$ cat src/rtl/typing_pkg.sv
// Shared types for the typing game score block: FSM states, score type, saturating helpers.
package typing_pkg;

  typedef enum logic [1:0] {
    IDLE = 2'd0,
    RUN  = 2'd1,
    DONE = 2'd2
  } state_t;

  typedef logic [7:0] score_t;

  localparam score_t SCORE_MAX = 8'hFF;

  function automatic score_t score_inc(score_t s);
    return (s == SCORE_MAX) ? s : s + 8'd1;
  endfunction

  function automatic score_t score_dec(score_t s);
    return (s == 8'd0) ? s : s - 8'd1;
  endfunction

endpackage

$ cat src/rtl/typing_score_tick_gen.sv
// One-second prescaler: pulses tick once every TICKS_PER_SEC enabled cycles, held at zero while disabled.
module tick_gen
  import typing_pkg::*;
#(
  parameter int TICKS_PER_SEC = 50_000_000
) (
  input  logic clk,
  input  logic rst,
  input  logic en,
  output logic tick
);

  localparam int CW = (TICKS_PER_SEC > 1) ? $clog2(TICKS_PER_SEC) : 1;
  localparam logic [CW-1:0] LAST = CW'(TICKS_PER_SEC - 1);

  logic [CW-1:0] count;

  always_ff @(posedge clk or posedge rst) begin
    if (rst) begin
      count <= '0;
    end else if (!en || count == LAST) begin
      count <= '0;
    end else begin
      count <= count + CW'(1);
    end
  end

  assign tick = en && (count == LAST);

endmodule

$ cat src/rtl/typing_score.sv
// Typing game scorer: counts correct keystrokes during a timed round.
// Optional feature macro TYPING_PENALTY_EN: mismatched keys in a round subtract one point.
module typing_score
  import typing_pkg::*;
#(
  parameter int TICKS_PER_SEC = 50_000_000,
  parameter int ROUND_SECONDS = 60
) (
  input  logic       clk,
  input  logic       rst,
  input  logic       start,
  input  logic       key_valid,
  input  logic [7:0] key_code,
  input  logic [7:0] target_code,
  output logic [7:0] res,
  output logic [7:0] time_left,
  output logic       clr,
  output logic       hit,
  output logic       done
);

  localparam logic [7:0] ROUND_INIT = 8'(ROUND_SECONDS);

  state_t     state;
  state_t     state_n;
  score_t     res_n;
  logic [7:0] time_left_n;
  logic       clr_n;
  logic       hit_n;
  logic       done_n;
  logic       start_q;
  logic       start_armed;
  logic       start_edge;
  logic       run_en;
  logic       tick;

  assign run_en = (state == RUN);

  tick_gen #(
    .TICKS_PER_SEC(TICKS_PER_SEC)
  ) u_tick_gen (
    .clk (clk),
    .rst (rst),
    .en  (run_en),
    .tick(tick)
  );

  // start must be seen low after reset before a rising edge counts, so a level held through reset is ignored
  always_ff @(posedge clk or posedge rst) begin
    if (rst) begin
      start_q     <= 1'b0;
      start_armed <= 1'b0;
    end else begin
      start_q <= start;
      if (!start) begin
        start_armed <= 1'b1;
      end
    end
  end

  assign start_edge = start && !start_q && start_armed;

  always_ff @(posedge clk or posedge rst) begin
    if (rst) begin
      state <= IDLE;
    end else begin
      state <= state_n;
    end
  end

  always_comb begin
    state_n     = state;
    res_n       = res;
    time_left_n = time_left;
    hit_n       = 1'b0;
    case (state)
      IDLE, DONE: begin
        if (start_edge) begin
          state_n     = RUN;
          res_n       = 8'd0;
          time_left_n = ROUND_INIT;
        end
      end
      RUN: begin
        if (key_valid) begin
          if (key_code == target_code) begin
            res_n = score_inc(res);
            hit_n = 1'b1;
          end
`ifdef TYPING_PENALTY_EN
          else begin
            res_n = score_dec(res);
          end
`endif
        end
        // a key landing on the final tick is still scored before the round closes
        if (tick) begin
          time_left_n = time_left - 8'd1;
          if (time_left == 8'd1) begin
            state_n = DONE;
          end
        end
      end
      default: begin
        state_n = IDLE;
      end
    endcase
    clr_n  = (state_n == IDLE);
    done_n = (state_n == DONE);
  end

  always_ff @(posedge clk or posedge rst) begin
    if (rst) begin
      res       <= 8'd0;
      time_left <= 8'd0;
      clr       <= 1'b1;
      hit       <= 1'b0;
      done      <= 1'b0;
    end else begin
      res       <= res_n;
      time_left <= time_left_n;
      clr       <= clr_n;
      hit       <= hit_n;
      done      <= done_n;
    end
  end

endmodule

$ cat config.mk
export PLATFORM = sky130hd
export DESIGN_NAME = typing_score
export DESIGN_NICKNAME = d
export VERILOG_FILES = /design/src/rtl/typing_pkg.sv /design/src/rtl/typing_score_tick_gen.sv /design/src/rtl/typing_score.sv
export SDC_FILE = /design/constraint.sdc
export NUM_CORES = 1
export LEC_CHECK = 0
export BUFFER_PORTS_ARGS = -buffer_cell sky130_fd_sc_hd__buf_2
export CORE_ASPECT_RATIO = 0.6
export CORE_MARGIN = 1
export CORE_UTILIZATION = 45
export CTS_CLUSTER_SIZE = 20
export DETAILED_ROUTE_END_ITERATION = 8
export PLACE_DENSITY = 0.66
export SETUP_SLACK_MARGIN = 0.02
export SYNTH_ARGS = -nofsm -noshare
export SYNTH_HDL_FRONTEND = slang
export SYNTH_SLANG_ARGS = --single-unit
$ cat constraint.sdc
create_clock -name clk -period 2.21 [get_ports clk]
set_input_delay 0.442 -clock clk [delete_from_list [all_inputs] [get_ports clk]]
set_output_delay 0.442 -clock clk [all_outputs]
set_load 0.03 [all_outputs]
==> flow_summary.ini <==
[run_status]
outcome = completed

[power_and_ir_drop]
vdd_drop_max_uv = 442
p_leak_uw = 0.00134
powerDensity_nw_per_um2 = 673

[die]
core_um2 = 5200
die_h_um = 59.8
rows = 20
pin_count = 39
initial_core_util = 0.481
die_w_um = 98.3
die_area_um2 = 5880

[detailed_routing]
drc = 0
ant_nets = 0
num_vias = 1926
drt_wl_total_um = 5030
drtIter0Drc = 96
vias_per_cell = 5.28
firstDrtPassIters = 6
wl_per_cell_um = 13.8

[setup_path]
crit_cells = 6
path_cells = ha_2, nand4_4, nor4b_4, nand4_2, o21ai_1, or3b_1
criticalPathCategory = reg -> reg
critPathRequiredTime_ns = 2.39
rrSetupSlack_ns = 0.25
critPathLaunch = u_tick_gen.count[0]$_DFF_PP0_
r2r_start = u_tick_gen.count[0]$_DFF_PP0_
max_stage_delay_ns = 0.40
crit_fanout = 5
cp-end-kind = flop
r2r_cells = 6
slowest_stage = dfrtp_1
critPathBufInv = 0
crit_arrival_ns = 2.14
worst_setup_path_start_kind = flop
path_delay_family = simple AND/OR/NAND/NOR gates

[placement]
hpwlAfterDp_um = 3800
dpl_cell_area_um2 = 2820
gp_congestion = 0.760
portBuffers = 38

[sta]
skew_ns = 0.00541
period_needed_ns = 1.96
hold_ws_ns = 0.134
setup_tns_ns = 0
rsz0062_at_grt = false
period_share = 0.886
max_clock_freq_mhz = 511
setup_violations = 0
max_slew_margin = 0.667
hold_viol = 0
drv_slew = 0
tightest_slew_ns = 0.496

[finish]
final_util = 0.562
antenna_cells = 0
drive_gt1_frac = 0.224
design_area_um2 = 2920
syn_to_final_growth_pct = 16.7
nets = 322

[synth]
netlist.area_leader.share = 0.479
synth_most_common_cell = dfrtp_1
ys_types = 42
synth-warning-count = 0
async_flop_share = 1.00
ys_ff_latch = 49
synth.yosys.seq_area_share = 0.490
synth_area_um2 = 2510
synthFlopType = dfrtp_1
synth_top_area_cell = dfrtp_1
syn-num-nets = 277
synth-edff-count = 0
synth_cells = 253
ys_top_cells_by_count = 48 x dfrtp_1, 35 x nor2_1, 21 x nand2_1, 20 x xor2_1, 17 x nand3_1
syn_avg_cell_area_um2 = 9.91
ys_top_cells_by_area = dfrtp_1 48%, xor2_1 7.0%, xnor2_1 5.6%

[clocking]
clkTransAtPathRegs_ns = 0.09
cts_tree = yes
postCtsSetupRepairBufs = 0
post_cts_resized = 0
cts_buffers = 5
clock_path_buffers = 2
cts-hold-fix-buffers = 0
h-tree-depth = 2
cts.sinks = 49
root_buffer = clkbuf_8
clk_latency_ns = 0.30

[global_route]
antenna_found_initial = 0
grt_pass1_wl_um = 8490
grt_max_degree = 25
overflow = 0
grt_pass1_vias = 1706
grt_usage = 0.191

[run]
drv_cap = 0

[worst_hold_path]
hold_path.class = in -> async
## area by class of cell
class | instances | area (um^2)
clock buffers | 7 | 96.3
fillers | 473 | 2280
clock inverters | 1 | 5.00
repair buffers | 47 | 270
multi-input cells | 189 | 1220
inverters | 6 | 22.5
flip-flops and latches | 49 | 1230
well taps | 66 | 82.6
## registers in the layout (all words and copies together), names as in the netlist, 2 cells and up
signal	count
time_left	8
u_tick_gen.count	26
state	2
res	8
## logic make-up (layout without fill, tap and decap cells)
group	after synthesis	count (layout)	synth area share
buffers and inverters	15	61	0.0245
flip-flops	49	49	0.490
XOR/XNOR	36	36	0.126
AO/OA/AOI/OAI	25	25	0.0574
adder cells (fa/ha/maj)	4	4	0.0200
AND/OR/NAND/NOR	123	123	0.278
multiplexers	1	1	0.00449
## worst register-to-register path: cells and delay by family (launching register included)
kind / cells / cell delay [ns]
compound gates: 1 / 0.14
fa+ha+maj: 1 / 0.25
flops: 1 / 0.40
simple gates: 4 / 1.05
## power by group
group / total (uW) / leakage [uW] / switching [uW] / internal (uW)
clock: 572 / 0.0000542 / 289 / 283
combinational: 340 / 0.000651 / 207 / 133
sequential: 1060 / 0.000638 / 90.3 / 966
total: 1970 / 0.00134 / 587 / 1380
## cell usage in the layout, fill, tap and decap left out, drive strengths merged, types with 4 or more instances in the layout
cell type and count:
a21oi 6, a31oi 5, ha 4, o21ai 10
and3 6, buf 47, inv 6, xnor2 16
nor3 5, clkbuf 7, xor2 20, nand4 13
dfrtp 48, nor2 35, nand2 21, and4 5
nand3 17
## worst paths after layout
kind,to
max in group asynchronous,clr$_DFF_PP1_
hold reg to reg,start_armed$_DFFE_PP0N_
min in group clk,start_q$_DFF_PP0_
setup / recovery,time_left[4]$_DFFE_PP0P_
setup reg to reg,time_left[4]$_DFFE_PP0P_
hold / removal,res[5]$_DFFE_PP0P_
## per-stage QoR
step | setup slack (ns) | total power (uW) | instances
6_report | 0.251 | 1970 | 365
5_1_grt | 0.0724 | 2070 | 365
3_5_place_dp | 0.196 | 1410 | 357
2_1_floorplan | 0.283 | 1290 | 253
3_3_place_gp | 0.316 | 1400 | 357
4_1_cts | 0.201 | 1990 | 365
## layer usage
layer | GRT usage | share of wire | vias to the layer above
met5 | 0 | 0 | -
met4 | 0.0512 | 0.0092 | 0
met3 | 0.0468 | 0.060 | 7
met2 | 0.240 | 0.38 | 45
met1 | 0.313 | 0.55 | 903
li1 | - | - | 971
Power figures use the tool's default switching activity.
